==> config.mk <==
export PLATFORM = sky130hd
export DESIGN_NAME = cam_lru_param
export DESIGN_NICKNAME = d
export VERILOG_FILES = /design/src/rtl/cam_lru_pkg.sv /design/src/rtl/cam_age_tracker.sv /design/src/rtl/cam_lru_param.sv
export SDC_FILE = /design/constraint.sdc
export NUM_CORES = 1
export LEC_CHECK = 0
export CORE_UTILIZATION = 47
export DETAILED_ROUTE_END_ITERATION = 12
export PLACE_DENSITY = 0.8
export SYNTH_ARGS = -nofsm -noshare
export SYNTH_HDL_FRONTEND = slang
export SYNTH_SLANG_ARGS = --single-unit
export TNS_END_PERCENT = 20
==> constraint.sdc <==
create_clock -name clk_i -period 6.56 [get_ports clk_i]
set_input_delay 1.968 -clock clk_i [delete_from_list [all_inputs] [get_ports clk_i]]
set_output_delay 1.968 -clock clk_i [all_outputs]
set_load 0.01 [all_outputs]
==> src/rtl/cam_lru_pkg.sv <==
// Shared types for the parametrised LRU CAM: request opcodes, flush FSM states
// and the statistics counter width.
package cam_lru_pkg;

  typedef enum logic [1:0] {
    OP_READ  = 2'd0,
    OP_WRITE = 2'd1,
    OP_INVAL = 2'd2
  } cam_op_e;

  typedef enum logic {
    IDLE  = 1'b0,
    FLUSH = 1'b1
  } cam_state_e;

  localparam int STAT_W = 32;

endpackage

==> src/rtl/cam_age_tracker.sv <==
// Exact true-LRU age ranks for NUM_ENTRIES entries. Ages always form a permutation
// of 0..NUM_ENTRIES-1 (0 = most recently used); touch, demote and reinit keep it so.
module cam_age_tracker #(
  parameter int NUM_ENTRIES = 8,
  localparam int AW = $clog2(NUM_ENTRIES)
) (
  input  logic                      clk_i,
  input  logic                      reset_n_i,
  input  logic                      touch_en,
  input  logic                      demote_en,
  input  logic [AW-1:0]             index,
  input  logic                      reinit,
  output logic [NUM_ENTRIES*AW-1:0] ages,
  output logic [AW-1:0]             lru_idx
);

  localparam logic [AW-1:0] AGE_MAX = AW'(NUM_ENTRIES - 1);

  logic [AW-1:0] tgt_age;

  assign tgt_age = ages[int'(index)*AW +: AW];

  genvar gi;
  generate
    for (gi = 0; gi < NUM_ENTRIES; gi++) begin : g_age
      logic [AW-1:0] age_reg;

      always_ff @(posedge clk_i or negedge reset_n_i) begin
        if (!reset_n_i) begin
          age_reg <= AW'(gi);
        end else if (reinit) begin
          age_reg <= AW'(gi);
        end else if (touch_en) begin
          // Younger entries age by one so the permutation stays intact.
          if (index == AW'(gi))
            age_reg <= '0;
          else if (age_reg < tgt_age)
            age_reg <= age_reg + AW'(1);
        end else if (demote_en) begin
          if (index == AW'(gi))
            age_reg <= AGE_MAX;
          else if (age_reg > tgt_age)
            age_reg <= age_reg - AW'(1);
        end
      end

      assign ages[gi*AW +: AW] = age_reg;
    end
  endgenerate

  always_comb begin
    lru_idx = '0;
    for (int i = 0; i < NUM_ENTRIES; i++) begin
      if (ages[i*AW +: AW] == AGE_MAX)
        lru_idx = AW'(i);
    end
  end

endmodule

==> src/rtl/cam_lru_param.sv <==
// Fully associative key/value CAM with true-LRU replacement, 1-cycle registered
// response, eviction reporting and a multi-cycle flush. Define CAM_STATS_EN for READ hit/miss counters.
module cam_lru_param
  import cam_lru_pkg::*;
#(
  parameter int NUM_ENTRIES = 8,
  parameter int KEY_W       = 16,
  parameter int VAL_W       = 32
) (
  input  logic             clk_i,
  input  logic             reset_n_i,
  input  logic             req_valid_i,
  output logic             req_ready_o,
  input  logic [1:0]       req_op_i,
  input  logic [KEY_W-1:0] req_key_i,
  input  logic [VAL_W-1:0] req_val_i,
  input  logic             flush_i,
  output logic             busy_o,
  output logic             resp_valid_o,
  output logic             resp_hit_o,
  output logic [VAL_W-1:0] resp_val_o,
  output logic             resp_evict_o,
  output logic [KEY_W-1:0] resp_evict_key_o,
  output logic [VAL_W-1:0] resp_evict_val_o
`ifdef CAM_STATS_EN
  ,
  output logic [STAT_W-1:0] stat_hits_o,
  output logic [STAT_W-1:0] stat_misses_o
`endif
);

  localparam int AW = $clog2(NUM_ENTRIES);
  localparam logic [AW-1:0] LAST_IDX = AW'(NUM_ENTRIES - 1);

  logic [NUM_ENTRIES-1:0]    valid_reg;
  logic [KEY_W-1:0]          key_mem [NUM_ENTRIES];
  logic [VAL_W-1:0]          val_mem [NUM_ENTRIES];
  cam_state_e                state_reg;
  logic [AW-1:0]             flush_ptr_reg;
  logic [NUM_ENTRIES*AW-1:0] age_flat;
  logic [AW-1:0]             lru_idx;

  logic [NUM_ENTRIES-1:0] hit_vec;
  logic                   hit_any;
  logic [AW-1:0]          hit_idx;
  logic                   free_any;
  logic [AW-1:0]          free_idx;
  cam_op_e                op;
  logic                   accept;
  logic                   do_read;
  logic                   do_write;
  logic                   do_inval;
  logic                   need_evict;
  logic [AW-1:0]          victim;
  logic                   touch_en;
  logic                   demote_en;
  logic [AW-1:0]          age_idx;
  logic                   flush_last;

  // Match lines
  genvar gi;
  generate
    for (gi = 0; gi < NUM_ENTRIES; gi++) begin : g_match
      assign hit_vec[gi] = valid_reg[gi] & (key_mem[gi] == req_key_i);
    end
  endgenerate

  // Descending scan leaves the lowest matching / free index selected.
  always_comb begin
    hit_any  = 1'b0;
    hit_idx  = '0;
    free_any = 1'b0;
    free_idx = '0;
    for (int i = NUM_ENTRIES - 1; i >= 0; i--) begin
      if (hit_vec[i]) begin
        hit_any = 1'b1;
        hit_idx = AW'(i);
      end
      if (!valid_reg[i]) begin
        free_any = 1'b1;
        free_idx = AW'(i);
      end
    end
  end

  assign op          = cam_op_e'(req_op_i);
  assign req_ready_o = (state_reg == IDLE) & ~flush_i;
  assign busy_o      = (state_reg == FLUSH);
  assign accept      = req_valid_i & req_ready_o;
  assign do_read     = accept & (op == OP_READ);
  assign do_write    = accept & (op == OP_WRITE);
  assign do_inval    = accept & (op == OP_INVAL);
  assign need_evict  = ~hit_any & ~free_any;
  assign victim      = hit_any ? hit_idx : (free_any ? free_idx : lru_idx);
  assign touch_en    = (do_read & hit_any) | do_write;
  assign demote_en   = do_inval & hit_any;
  assign age_idx     = do_write ? victim : hit_idx;
  assign flush_last  = (state_reg == FLUSH) && (flush_ptr_reg == LAST_IDX);

  cam_age_tracker #(
    .NUM_ENTRIES(NUM_ENTRIES)
  ) u_age (
    .clk_i     (clk_i),
    .reset_n_i (reset_n_i),
    .touch_en  (touch_en),
    .demote_en (demote_en),
    .index     (age_idx),
    .reinit    (flush_last),
    .ages      (age_flat),
    .lru_idx   (lru_idx)
  );

  always_ff @(posedge clk_i or negedge reset_n_i) begin
    if (!reset_n_i) begin
      state_reg     <= IDLE;
      flush_ptr_reg <= '0;
    end else begin
      case (state_reg)
        IDLE: begin
          if (flush_i) begin
            state_reg     <= FLUSH;
            flush_ptr_reg <= '0;
          end
        end
        FLUSH: begin
          if (flush_ptr_reg == LAST_IDX)
            state_reg <= IDLE;
          else
            flush_ptr_reg <= flush_ptr_reg + AW'(1);
        end
        default: state_reg <= IDLE;
      endcase
    end
  end

  always_ff @(posedge clk_i or negedge reset_n_i) begin
    if (!reset_n_i) begin
      valid_reg <= '0;
    end else if (state_reg == FLUSH) begin
      valid_reg[flush_ptr_reg] <= 1'b0;
    end else if (do_write) begin
      valid_reg[victim] <= 1'b1;
    end else if (demote_en) begin
      valid_reg[hit_idx] <= 1'b0;
    end
  end

  // Payload storage carries no reset; valid_reg alone qualifies it.
  always_ff @(posedge clk_i) begin
    if (do_write) begin
      key_mem[victim] <= req_key_i;
      val_mem[victim] <= req_val_i;
    end
  end

  always_ff @(posedge clk_i or negedge reset_n_i) begin
    if (!reset_n_i) begin
      resp_valid_o     <= 1'b0;
      resp_hit_o       <= 1'b0;
      resp_val_o       <= '0;
      resp_evict_o     <= 1'b0;
      resp_evict_key_o <= '0;
      resp_evict_val_o <= '0;
    end else begin
      resp_valid_o <= accept;
      if (accept) begin
        resp_hit_o <= hit_any;
        resp_val_o <= (do_read && hit_any) ? val_mem[hit_idx] : '0;
        if (do_write && need_evict) begin
          resp_evict_o     <= 1'b1;
          resp_evict_key_o <= key_mem[lru_idx];
          resp_evict_val_o <= val_mem[lru_idx];
        end else begin
          resp_evict_o     <= 1'b0;
          resp_evict_key_o <= '0;
          resp_evict_val_o <= '0;
        end
      end
    end
  end

`ifdef CAM_STATS_EN
  logic [STAT_W-1:0] hits_reg;
  logic [STAT_W-1:0] misses_reg;
  logic              flush_start;

  assign flush_start = (state_reg == IDLE) & flush_i;

  always_ff @(posedge clk_i or negedge reset_n_i) begin
    if (!reset_n_i) begin
      hits_reg   <= '0;
      misses_reg <= '0;
    end else if (flush_start) begin
      hits_reg   <= '0;
      misses_reg <= '0;
    end else if (do_read) begin
      if (hit_any && hits_reg != '1)
        hits_reg <= hits_reg + STAT_W'(1);
      if (!hit_any && misses_reg != '1)
        misses_reg <= misses_reg + STAT_W'(1);
    end
  end

  assign stat_hits_o   = hits_reg;
  assign stat_misses_o = misses_reg;
`endif

endmodule

After elaboration in Yosys (flattened, before gate mapping)
Memory sizes are Yosys's and may differ from the RTL's.
Cells that the tools add are included.
{"block": "totals", "regBits": 119, "ramBits": 384, "in_bits": 54, "elab_cells": 267, "n_memories": 2}
{"block": "op_classes", "add_sub_neg": 17, "multipliers": 1, "magnitude_cmp": 22, "n_eq_ne": 35, "shift": 1, "muxes": 119, "n_bitwise": 26, "n_reduce_logical": 27}
{"memory": "val_mem", "words": 8, "word_bits": 32, "rd": 2, "rd_clocked_by_memory_dff": 0, "write_ports": 1, "line": "cam_lru_param.sv:37", "text": "logic [VAL_W-1:0] val_mem [NUM_ENTRIES];"}
{"memory": "key_mem", "words": 8, "word_bits": 16, "rd": 9, "rd_clocked_by_memory_dff": 0, "write_ports": 1, "line": "cam_lru_param.sv:36", "text": "logic [KEY_W-1:0] key_mem [NUM_ENTRIES];"}
{"operator": "3-bit 2-to-1 mux", "count": 81}
{"operator": "16-bit == test", "count": 8}
{"operator": "32-bit 2-to-1 mux", "count": 2}
{"operator": "3-bit == test (second input constant)", "count": 12}
{"operator": "4-bit by 1-bit inequality test with 1-bit output (second input constant)", "count": 8}
{"operator": "4-bit nonzero test", "count": 8}
{"operator": "24-bit by 32-bit indexed part select with 3-bit output", "count": 1}
{"operator": "3-bit by 1-bit adder with 3-bit output (second input constant)", "count": 9}
{"operator": "1-bit 2-to-1 mux", "count": 25}
{"operator": "3-bit greater-than comparator", "count": 8}
{"operator": "3-bit < comparator", "count": 8}
{"operator": "8-bit 2-to-1 mux", "count": 3}
{"operator": "3-bit AND reduction", "count": 8}
{"operator": "3-bit by 1-bit subtractor with 3-bit output (second input constant)", "count": 8}
{"operator": "1-bit bitwise AND", "count": 16}
{"operator": "8-bit bitwise AND", "count": 2}
{"operator": "16-bit 2-to-1 mux", "count": 1}
{"operator": "8-bit NOT", "count": 2}
{"operator": "3-bit by 4-bit < comparator with 1-bit output (second input constant)", "count": 3}
{"operator": "1-bit demux with 3-bit select", "count": 3}
{"operator": "3-bit by 1-bit greater-or-equal comparator with 1-bit output (second input constant)", "count": 3}
{"operator": "8-bit OR", "count": 1}
{"operator": "3-bit by 2-bit == test with 1-bit output (second input constant)", "count": 2}
{"operator": "1-bit logical AND", "count": 6}
{"operator": "other kinds (14)", "count": 20}

Depth between registers and ports, before layout
Gate-level depths: netlist of run 1.
An unclocked memory read counts as a cell.
{"block": "logic_depth", "ltp_word": 21, "mapped_depth": 25}

Modules after synthesis
Synthesis of run 1 repeated with hierarchy kept, for this count alone.
{"block": "unflattened", "cells_unflattened": 1845, "hier_area_um2": 24683.7}
{"mod": "cam_lru_param", "instances": 1, "cells_each": 1518, "area_per_inst_um2": 21782.1, "seq_area_each_um2": 13908.3}
{"mod": "cam_age_tracker", "instances": 1, "cells_each": 327, "area_per_inst_um2": 2901.5, "seq_area_each_um2": 615.6}

Worst setup path after synthesis of run 1
Ideal clock, no wire load.
{"block": "synth_path", "path_kind": "input to register", "startpoint": "input port req_key_i[2]", "endpoint": "memory key_mem[3][0], enable pin", "setup_time_ns": 0.515, "t_arrival_ns": 7.386, "t_required_ns": 6.045, "slack_ns": -1.341, "cell_stages": 9, "n_path_buf": 1, "path_cell_list": "buf_2 > xor2_1 > or2_2 > nor3b_1 > nand4_1 > o21a_1 > o311ai_1 > a21oi_1 > nor3_1"}
{"block": "synth_between", "elab_chain_len": 11, "elab_cells_between_ends": 33, "classes_between": "eq/ne: 8; mux: 17; bitwise: 8"}
{"element": "start, declared", "line": "cam_lru_param.sv:15", "text": "input logic [KEY_W-1:0] req_key_i,"}
{"element": "16-bit == test", "line": "cam_lru_param.sv:64", "text": "assign hit_vec[gi] = valid_reg[gi] & (key_mem[gi] == req_key_i);"}
{"element": "1-bit bitwise AND", "line": "cam_lru_param.sv:64"}
{"element": "3-bit 2-to-1 mux / 1-bit 2-to-1 mux (equally long branches) (8 in a row)", "line": "cam_lru_param.sv:75", "text": "if (hit_vec[i]) begin"}
{"element": "3-bit 2-to-1 mux (*)", "line": "cam_lru_param.sv:94", "text": "assign victim = hit_any ? hit_idx : (free_any ? free_idx : lru_idx);"}
{"element": "end, declared", "line": "cam_lru_param.sv:36"}
Every way passes the cells marked *; elsewhere a longest branch is shown, timed or not.

Worst setup path in the final report of run 1
{"block": "layout_path", "startpoint": "input port req_key_i[2]", "endpoint": "register u_age.g_age[7].age_reg[2]"}
{"block": "layout_between", "elab_chain_len": 17, "elab_cells_between_ends": 51, "classes_between": "mul: 1; order compare: 2; eq/ne: 10; shift: 1; mux: 23; bitwise: 11; reduce/logical: 3"}
{"element": "16-bit == test", "line": "cam_lru_param.sv:64"}
{"element": "1-bit bitwise AND", "line": "cam_lru_param.sv:64"}
{"element": "3-bit 2-to-1 mux / 1-bit 2-to-1 mux (equally long branches) (8 in a row)", "line": "cam_lru_param.sv:75"}
{"element": "3-bit 2-to-1 mux", "line": "cam_lru_param.sv:94"}
{"element": "3-bit 2-to-1 mux", "line": "cam_lru_param.sv:97", "text": "assign age_idx = do_write ? victim : hit_idx;"}
{"element": "3-bit by 2-bit multiplier with 5-bit output / 3-bit == test (equally long branches)", "line": "cam_age_tracker.sv:21, cam_age_tracker.sv:35, cam_age_tracker.sv:40"}
{"element": "24-bit by 32-bit indexed part select with 3-bit output / 3-bit 2-to-1 mux (equally long branches)", "line": "cam_age_tracker.sv:21, cam_age_tracker.sv:40"}
{"element": "3-bit < comparator, or another cell as far along", "line": "cam_age_tracker.sv:37", "text": "else if (age_reg < tgt_age)"}
{"element": "4-bit by 1-bit inequality test with 1-bit output (no source line), or another cell as far along"}
{"element": "3-bit AND reduction (no source line) / 3-bit 2-to-1 mux (equally long branches)"}
{"element": "end signal, assigned", "line": "cam_age_tracker.sv:30", "text": "age_reg <= AW'(gi);"}
{"element": "end signal, assigned", "line": "cam_age_tracker.sv:38", "text": "age_reg <= age_reg + AW'(1);"}
{"element": "end signal, assigned", "line": "cam_age_tracker.sv:43", "text": "age_reg <= age_reg - AW'(1);"}
{"element": "end, declared", "line": "cam_age_tracker.sv:26", "text": "logic [AW-1:0] age_reg;"}
Several ways; a longest one is shown, not always the timed one. The select of a mux whose other input is x is not followed.
A chain may end at the register's enable or synchronous reset.

==> impl_metrics.py, run 1 <==
metrics = {
    "logic_synthesis": {
        "synth_seq_cells": 503,
        "synthArstFlopShare_pct": 23.7,
        "synth_edf_count": 384,
        "synth_seq_area_share_pct": 57.8,
        "synth_fp_nets": 2120,
        "avgSynthCellArea_um2": 12.4,
        "netlist_area_um2": 25100,
        "synth_ff_type": "edfxtp_1",
        "postSynthCellCount": 2025,
        "ys_warn_count": 0,
        "synth.distinct_cells": 76,
    },
    "timing": {
        "hold_viol_final": 0,
        "tightest_slew_ns": 1.15,
        "slew_violations": 0,
        "timing.final.ws_setup_ns": 0.131,
        "relSlewSlack_pct": 23.4,
        "setup_viol": 0,
        "finClkSkew_ns": 0.0171,
        "fmax_mhz": 156,
        "period_share_pct": 98.0,
        "period_needed_ns": 6.43,
    },
    "critical_path": {
        "critPathLaunchType": "primary input",
        "cpPeakStageDelay_ns": 0.54,
        "cpMaxStageDelayCell": "or4_4",
        "crit_path_end_kind": "flip-flop",
        "worstSetupPathType": "in -> reg",
        "arrival_ns": 6.94,
        "path_cells": "clkdlybuf4s50_1, buf_6, xor2_1, or4_4, or4_4, o22a_1, and4b_1, and3_4, nor2_4, buf_4, nand2_1, a31oi_1, a21boi_1, buf_4, buf_4, ha_1, a31oi_1, a21o_1, nand2_1, a311o_1, o221ai_1, a21oi_1, o21ai_0",
        "required_ns": 7.08,
        "worstPathMaxFanout": 7,
        "path_common_cell": "buf_4",
    },
    "route": {
        "wl_mm": 77.7,
        "drt_iter0_drc": 2093,
        "avgRoutedWirePerCell_um": 25.1,
        "post_drt_via_cell_ratio": 6.29,
        "firstDrtPassIters": 8,
        "antenna_left": 0,
        "num_vias": 19500,
        "post-route-drc-count": 0,
    },
    "global_route": {
        "grt_max_degree": 87,
        "grt_pass1_wl_mm": 116,
        "grt-ovfl-total": 0,
        "track_usage_pct": 28.5,
        "antenna_found_initial": 1,
        "grt_pass1_vias": 19300,
    },
    "cts": {
        "htree_num_levels": 2,
        "cts_hold_buf": 0,
        "numCtsBuffers": 51,
        "root_buffer": "clkbuf_16",
        "cts.sinks": 503,
        "clk_path_buf_depth": 3,
        "path_clk_slew_ns": 0.07,
        "cts_tree": "yes",
        "clk_latency_ns": 0.61,
    },
    "cells_and_area": {
        "layout_common_cells": "edfxtp_1 (384), nand2_1 (282), buf_4 (241), clkdlybuf4s50_1 (130), o21ai_0 (123)",
        "nets": 2464,
        "final_cell_area_um2": 31500,
        "layout_commonest_cell": "edfxtp_1",
        "multiInputGateArea_um2": 10400,
        "seq_area_um2": 14500,
        "drive_above_1_share_pct": 22.1,
        "largest_registers": "val_mem (256), key_mem (128)",
        "fillers": 3929,
        "largest_register_ffs": 256,
        "area_delta_synth_final_pct": 25.1,
        "top_register": "val_mem",
    },
    "pwr": {
        "powerDensity_nw_per_um2": 337,
        "p_total_mw": 10.6,
        "peakVddDrop_uv": 270,
        "p_leak_nw": 11.8,
    },
    "placement": {
        "hpwl_mm": 51.0,
        "gp_congestion": 1.00,
        "numPortBuffers": 138,
        "pre_cts_ws_ns": -0.702,
        "dpl_cell_area_um2": 29300,
    },
    "floorplan": {
        "dieWidth_um": 233,
        "row_count": 84,
        "core_area_um2": 52700,
        "io_pins": 139,
        "start_util_pct": 47.7,
        "die-height_um": 233,
        "die_area_um2": 54400,
    },
    "run": {
        "max_cap_viol_count": 0,
    },
    "run_status": {
        "status": "complete, no violations",
    },
    "worst_hold_path": {
        "hold_class": "reg -> reg",
    },
}
==> Yosys cell counts, types with 4 or more instances <==
cell       count  area, um^2
edfxtp_1     384       11500
nand2_1      286        1070
o21ai_0      127         636
xnor2_1      110         963
dfrtp_1      107        2680
mux4_2        96        2160
clkbuf_1      85         319
nor2_1        81         304
o22ai_1       73         457
a21oi_1       71         355
and3_1        67         419
mux2i_1       56         561
nor3_1        55         275
nand4_1       43         269
ha_1          41         513
inv_1         34         128
xor2_1        29         254
nand3_1       27         135
a31oi_1       18         113
nand2b_1      16         100
buf_1         15        56.3
buf_2         13        65.1
dfstp_2       12         315
nor3b_1       11        82.6
or4_1         10        75.1
or2_2          9        56.3
o211ai_1       8        60.1
a2bb2oi_1      7        61.3
o21a_1         7        52.6
or3_1          7        43.8
or4b_1         7        70.1
a211oi_1       6        45.0
a21boi_0       6        45.0
a22o_1         6        52.6
o21ai_1        6        30.0
a211o_1        5        43.8
a21o_1         5        37.5
a311oi_1       5        43.8
and2_1         5        31.3
nor4_1         5        31.3
and4_1         4        35.0
o22a_1         4        35.0
o31ai_1        4        30.0
==> through the flow <==
| step | cells | utilization [%] | setup TNS (ns) | hold WS, ns |
|---|---|---|---|---|
| detailed placement | 2998 | 55.6 | -13.35 | 0.470 |
| floorplan | 2025 | - | -206.93 | 0.488 |
| finish | 3101 | 59.7 | 0 | 0.474 |
| global route | 3099 | 59.7 | -0.195 | 0.506 |
| global placement | 2998 | 55.6 | -10.53 | 0.463 |
| CTS | 3093 | 59.2 | 0 | 0.483 |
==> area by class of cell <==
type                       count  area share (%)
timing repair buffer         407            11.8
tap                          688            2.74
sequential                   503            46.2
clock buffer                  72            4.80
clock inverter                23            1.16
antenna                        2          0.0159
multi-input combinational   1372            32.9
inverter                      34           0.406
==> layer usage <==
layer / part of all wire [%] / global-route usage (%) / vias up
met5: 0.017 / 0 / -
met4: 3.4 / 10.7 / 2
met3: 9.5 / 4.90 / 202
met2: 49 / 46.8 / 1139
met1: 38 / 38.0 / 9737
li1: - / - / 8411
==> cell families (layout without fill, tap and decap cells) <==
kind of cell    Yosys count  count (layout)  share of synthesized area [%]
mux                     157             157                           11.1
compound gates          388             388                           9.42
simple gates            647             647                           12.5
xor+xnor                139             139                           4.84
other cells               0               2                              0
flops                   503             503                           57.8
fa+ha+maj                41              41                           2.04
buf+inv                 150             536                           2.38
==> report_power, final <==
| part | internal, mW | switching [mW] | leakage (nW) |
|---|---|---|---|
| clock | 1.93 | 1.28 | 0.905 |
| combinational | 1.79 | 1.91 | 5.87 |
| sequential | 3.54 | 0.140 | 5.04 |
==> critical path, delay by kind of cell <==
kind	cells	cell delay (ns)
AND/OR/NAND/NOR	7	1.70
AO/OA/AOI/OAI	9	1.79
adder cells (fa/ha/maj)	1	0.28
XOR/XNOR	1	0.19
buffers and inverters	5	1.00
==> what timing repair did <==
item	in CTS	in global routing
pin swaps	0	15
cloned	0	0
resized for setup	3	53
buffers inserted	0	6
endpoints found under the setup margin	7	23
==> final timing paths <==
path	cells after the start	endpoint	slack [ns]	start
max	23	u_age.g_age[7].age_reg[2]	0.13	req_key_i[2]
min	2	resp_evict_val_o[3]	0.47	resp_evict_val_o[3]
max reg2reg	22	u_age.g_age[7].age_reg[2]	1.58	key_mem[0][11]
min reg2reg	2	resp_evict_val_o[3]	0.47	resp_evict_val_o[3]
max in group asynchronous	2	resp_val_o[20]	3.97	reset_n_i
min in group asynchronous	1	u_age.g_age[4].age_reg[1]	1.42	reset_n_i
No activity file was read; power rests on OpenSTA's default activity.
==> run 2, diff against run 1 <==
- MAX_ROUTING_LAYER: not set -> met4
- PLACE_DENSITY: 0.8 -> 0.68
- SKIP_CTS_REPAIR_TIMING: not set -> 1
==> impl_metrics.py, run 2 (same netlist as run 1, synthesis figures left out) <==
metrics = {
    "floorplan": {
        "core_area_um2": 52700,
        "row_count": 84,
        "dieWidth_um": 233,
        "start_util_pct": 47.7,
        "die-height_um": 233,
        "io_pins": 139,
        "die_area_um2": 54400,
    },
    "cells_and_area": {
        "layout_commonest_cell": "edfxtp_1",
        "multiInputGateArea_um2": 10300,
        "largest_registers": "val_mem (256), key_mem (128)",
        "finish.utilization_pct": 59.6,
        "area_delta_synth_final_pct": 24.9,
        "seq_area_um2": 14500,
        "layout_common_cells": "edfxtp_1 (384), nand2_1 (282), buf_4 (248), clkdlybuf4s50_1 (136), o21ai_0 (124)",
        "drive_above_1_share_pct": 21.9,
        "fillers": 4115,
        "top_register": "val_mem",
        "largest_register_ffs": 256,
        "final_cell_area_um2": 31400,
        "nets": 2469,
    },
    "global_route": {
        "grt-ovfl-total": 0,
        "track_usage_pct": 29.2,
        "antenna_found_initial": 3,
        "grt_max_degree": 87,
        "grt_pass1_vias": 18800,
        "grt_pass1_wl_mm": 115,
    },
    "route": {
        "met2_length_mm": 36.9,
        "num_vias": 19100,
        "post_drt_via_cell_ratio": 6.13,
        "firstDrtPassIters": 7,
        "met3WireLength_mm": 5.80,
        "avgRoutedWirePerCell_um": 24.6,
        "drt_iter0_drc": 2045,
        "top_layer": "met4",
        "antenna_left": 0,
        "post-route-drc-count": 0,
        "wl_mm": 76.5,
        "wirelength_met1_mm": 31.5,
    },
    "cts": {
        "path_clk_slew_ns": 0.06,
        "cts.sinks": 503,
        "clk_path_buf_depth": 3,
        "cts_tree": "yes",
        "root_buffer": "clkbuf_16",
        "htree_num_levels": 2,
        "numCtsBuffers": 53,
        "clk_latency_ns": 0.62,
    },
    "pwr": {
        "switching_share_pct": 31.0,
        "intPower_mw": 7.32,
        "p_clk_share_pct": 30.8,
        "pwr-share-comb_pct": 34.5,
        "pwr-share-seq_pct": 34.8,
        "peakVddDrop_uv": 334,
        "p_switching_mw": 3.30,
        "powerDensity_nw_per_um2": 338,
        "p_leak_nw": 11.7,
    },
    "worst_hold_path": {
        "worstHoldStart": "resp_evict_key_o[9]",
        "hold_class": "reg -> reg",
    },
    "critical_path": {
        "cpMaxStageDelayCell": "or4b_4",
        "required_ns": 7.09,
        "cpPeakStageDelay_ns": 0.58,
        "worstPathMaxFanout": 7,
        "critPathTopFamily": "simple AND/OR/NAND/NOR gates",
        "worstSetupStartpoint": "req_key_i[2]",
        "worst-path-buf-inv": 8,
        "critPathLaunchType": "primary input",
        "arrival_ns": 6.99,
        "r2r_start": "key_mem[0][11]",
        "worstSetupPathType": "in -> reg",
        "crit_path_end_kind": "flip-flop",
        "path_common_cell": "buf_4",
    },
    "timing": {
        "finalSetupTns_ns": 0,
        "finClkSkew_ns": 0.0342,
        "period_share_pct": 98.5,
        "hold_viol_final": 0,
        "tightest_slew_ns": 1.08,
        "fmax_mhz": 155,
        "rsz0062_at_grt": "true",
        "setup_viol": 0,
        "slew_violations": 0,
        "period_needed_ns": 6.46,
        "holdWs_ns": 0.478,
        "relSlewSlack_pct": 27.7,
    },
    "placement": {
        "gp_congestion": 0.970,
        "dpl_cell_area_um2": 29300,
        "numPortBuffers": 138,
        "hpwl_mm": 50.4,
    },
    "run": {
        "max_cap_viol_count": 0,
    },
    "run_status": {
        "status": "complete, no violations",
    },
}
## run 2: power by group through the flow
stage	Clock, mW	Sequential, mW	Combinational [mW]
floorplan	0	3.68	2.57
global placement	0	3.75	3.53
detailed placement	0	3.75	3.62
CTS	3.31	3.69	3.64
global route	3.44	3.70	3.94
finish	3.27	3.69	3.66
## run 2: final cells by class
| cell class | instances | share of cell area (%) |
|---|---|---|
| diodes | 3 | 0.0239 |
| clock buffers | 68 | 4.56 |
| clock inverters | 32 | 1.57 |
| inverters | 34 | 0.406 |
| multi-input cells | 1372 | 32.7 |
| flip-flops and latches | 503 | 46.3 |
| well taps | 688 | 2.74 |
| repair buffers | 410 | 11.7 |
## run 2: layer usage
metal  vias to the layer above  global-route usage [%]
met4                         0                    8.84
met2                       889                    46.4
met1                      9586                    39.0
met5                         -                       -
li1                       8414                       -
met3                       170                    4.28
## run 2: final timing paths
kind	slack, ns	depth (start not counted)	to
worst max-delay path	0.1	26	u_age.g_age[3].age_reg[1]
worst min-delay path	0.48	2	resp_evict_key_o[9]
worst max register to register	1.63	22	u_age.g_age[3].age_reg[1]
worst min register to register	0.48	2	resp_evict_key_o[9]
max in group asynchronous	3.95	2	resp_val_o[27]
min in group asynchronous	1.44	1	u_age.g_age[4].age_reg[1]
## run 2: worst register-to-register path: cells and delay by family (launching register included)
kind,cells,cell delay (ns)
buffers and inverters,3,0.36
DFF,1,0.45
AOI/OAI and AO/OA,7,1.44
and+or+nand+nor,9,2.03
xor gates and xnor gates,1,0.31
muxes,1,0.12
adders and majority gates,1,0.14
## run 2: per-stage QoR
stage	cells	setup WS, ns	power, mW
3_5_place_dp	3000	-0.662	7.37
4_1_cts	3100	-0.0357	10.6
3_3_place_gp	3000	-0.555	7.27
5_1_grt	3110	-0.0680	11.1
2_1_floorplan	2025	-1.34	6.25
6_report	3110	0.0957	10.6
==> run 3, diff against run 2 <==
- SKIP_LAST_GASP: not set -> 1
- SLEW_MARGIN: not set -> 20
==> impl_metrics.py, run 3 (same netlist as run 1, synthesis figures left out) <==
metrics = {
    "run_status": {
        "status": "complete, no violations",
    },
    "global_route": {
        "antenna_found_initial": 3,
        "grt_pass1_wl_mm": 115,
        "grt_pass1_vias": 18800,
        "grt_max_degree": 87,
        "grt-ovfl-total": 0,
        "track_usage_pct": 29.2,
    },
    "route": {
        "avgRoutedWirePerCell_um": 24.6,
        "antenna_left": 0,
        "firstDrtPassIters": 7,
        "num_vias": 19000,
        "post-route-drc-count": 0,
        "drt_iter0_drc": 1941,
        "post_drt_via_cell_ratio": 6.10,
        "wl_mm": 76.5,
    },
    "cts": {
        "clk_latency_ns": 0.63,
        "cts_tree": "yes",
        "htree_num_levels": 2,
        "cts.sinks": 503,
        "path_clk_slew_ns": 0.06,
        "numCtsBuffers": 53,
        "root_buffer": "clkbuf_16",
        "clk_path_buf_depth": 3,
    },
    "floorplan": {
        "core_area_um2": 52700,
        "die_area_um2": 54400,
        "row_count": 84,
        "die-height_um": 233,
        "dieWidth_um": 233,
        "start_util_pct": 47.7,
        "io_pins": 139,
    },
    "cells_and_area": {
        "layout_commonest_cell": "edfxtp_1",
        "area_delta_synth_final_pct": 24.9,
        "nets": 2469,
        "top_register": "val_mem",
        "drive_above_1_share_pct": 21.9,
        "largest_registers": "val_mem (256), key_mem (128)",
        "fillers": 4115,
        "layout_common_cells": "edfxtp_1 (384), nand2_1 (282), buf_4 (249), clkdlybuf4s50_1 (136), o21ai_0 (126)",
        "largest_register_ffs": 256,
        "finish.utilization_pct": 59.6,
    },
    "placement": {
        "pre_cts_ws_ns": -0.662,
        "hpwl_mm": 50.4,
        "gp_congestion": 0.970,
        "numPortBuffers": 138,
    },
    "timing": {
        "timing.final.ws_setup_ns": 0.0869,
        "fmax_mhz": 154,
        "finClkSkew_ns": 0.0363,
        "hold_viol_final": 0,
        "slew_violations": 0,
        "tightest_slew_ns": 1.11,
        "setup_viol": 0,
        "rsz0062_at_grt": "true",
        "period_share_pct": 98.7,
        "relSlewSlack_pct": 26.1,
        "period_needed_ns": 6.47,
    },
    "pwr": {
        "p_clk_share_pct": 30.8,
        "powerDensity_nw_per_um2": 338,
        "pwr-share-seq_pct": 34.8,
        "intPower_mw": 7.33,
        "p_total_mw": 10.6,
        "p_leak_nw": 11.7,
        "pwr-share-comb_pct": 34.5,
        "peakVddDrop_uv": 334,
        "p_switching_mw": 3.29,
        "switching_share_pct": 31.0,
    },
    "critical_path": {
        "worstPathMaxFanout": 7,
        "arrival_ns": 7.00,
        "cpPeakStageDelay_ns": 0.58,
        "critPathTopFamily": "simple AND/OR/NAND/NOR gates",
        "critPathLaunchType": "primary input",
        "path_common_cell": "buf_4",
        "cpMaxStageDelayCell": "or4b_4",
        "worstSetupPathType": "in -> reg",
        "worst-path-buf-inv": 6,
        "path_cells": "clkdlybuf4s50_1, buf_4, xor2_2, or4b_4, or4_1, o22a_1, buf_4, and2_1, o21ai_2, buf_6, buf_4, o21ai_0, a211oi_1, a21o_1, buf_4, ha_1, nand2_1, a21oi_1, a31oi_1, mux2_4, nor3_2, a311o_1, mux2_4",
        "crit_path_end_kind": "flip-flop",
        "rrSetupSlack_ns": 1.63,
        "required_ns": 7.09,
    },
    "run": {
        "max_cap_viol_count": 0,
    },
    "worst_hold_path": {
        "hold_class": "reg -> reg",
    },
}
## run 3: cell counts in the layout (fill, tap and decap cells not counted)
Identical to the previous run, type by type.
## run 3: worst min-delay path, delay by kind of cell (launching register included)
family          cells  cell delay [ns]
compound gates      1             0.06
flops               1             0.34
simple gates        1             0.04
## run 3: power by group through the flow
stage | clock network (mW) | logic (mW) | registers [mW]
2_1_floorplan | 0 | 2.57 | 3.68
3_3_place_gp | 0 | 3.53 | 3.75
3_5_place_dp | 0 | 3.62 | 3.75
4_1_cts | 3.31 | 3.64 | 3.69
5_1_grt | 3.44 | 3.94 | 3.70
6_report | 3.27 | 3.66 | 3.69
## run 3: worst paths after layout
| check | start | endpoint | cells past startpoint |
|---|---|---|---|
| hold reg to reg | resp_evict_key_o[9] | resp_evict_key_o[9] | 2 |
| max in group asynchronous | reset_n_i | resp_val_o[27] | 2 |
| min in group asynchronous | reset_n_i | u_age.g_age[4].age_reg[1] | 1 |
| hold / removal | resp_evict_key_o[9] | resp_evict_key_o[9] | 2 |
| setup reg to reg | key_mem[0][11] | u_age.g_age[6].age_reg[2] | 20 |
| setup / recovery | req_key_i[2] | u_age.g_age[6].age_reg[2] | 23 |
## run 3: final cells by class
| type | count | area [um^2] | share of cell area [%] |
|---|---|---|---|
| inverter | 34 | 128 | 0.407 |
| clock inverter | 32 | 493 | 1.57 |
| tap | 688 | 861 | 2.74 |
| sequential | 503 | 14500 | 46.3 |
| clock buffer | 68 | 1430 | 4.56 |
| multi-input combinational | 1372 | 10300 | 32.7 |
| timing repair buffer | 410 | 3680 | 11.7 |
| antenna | 3 | 7.51 | 0.0239 |
## run 3: metrics by stage
stage	cell area (um^2)	TNS, ns	hold WS (ns)	instances
after floorplan	25100	-206.93	0.488	2025
after global placement	29300	-10.85	0.465	3000
after detailed placement	29300	-13.64	0.471	3000
after CTS	31200	-0.0547	0.484	3100
after global routing	31400	-0.860	0.505	3110
final	31400	0	0.478	3110
## run 3: routing by layer
metal  GRT usage (%)  wire [um]  vias to the layer above  part of all wire (%)
met1            39.0      31600                     9564                    41
li1                -          -                     8408                     -
met3            4.28       5760                      150                   7.5
met2            46.4      37000                      854                    48
met4            8.84       2140                        0                   2.8
met5               -          0                        -                     0
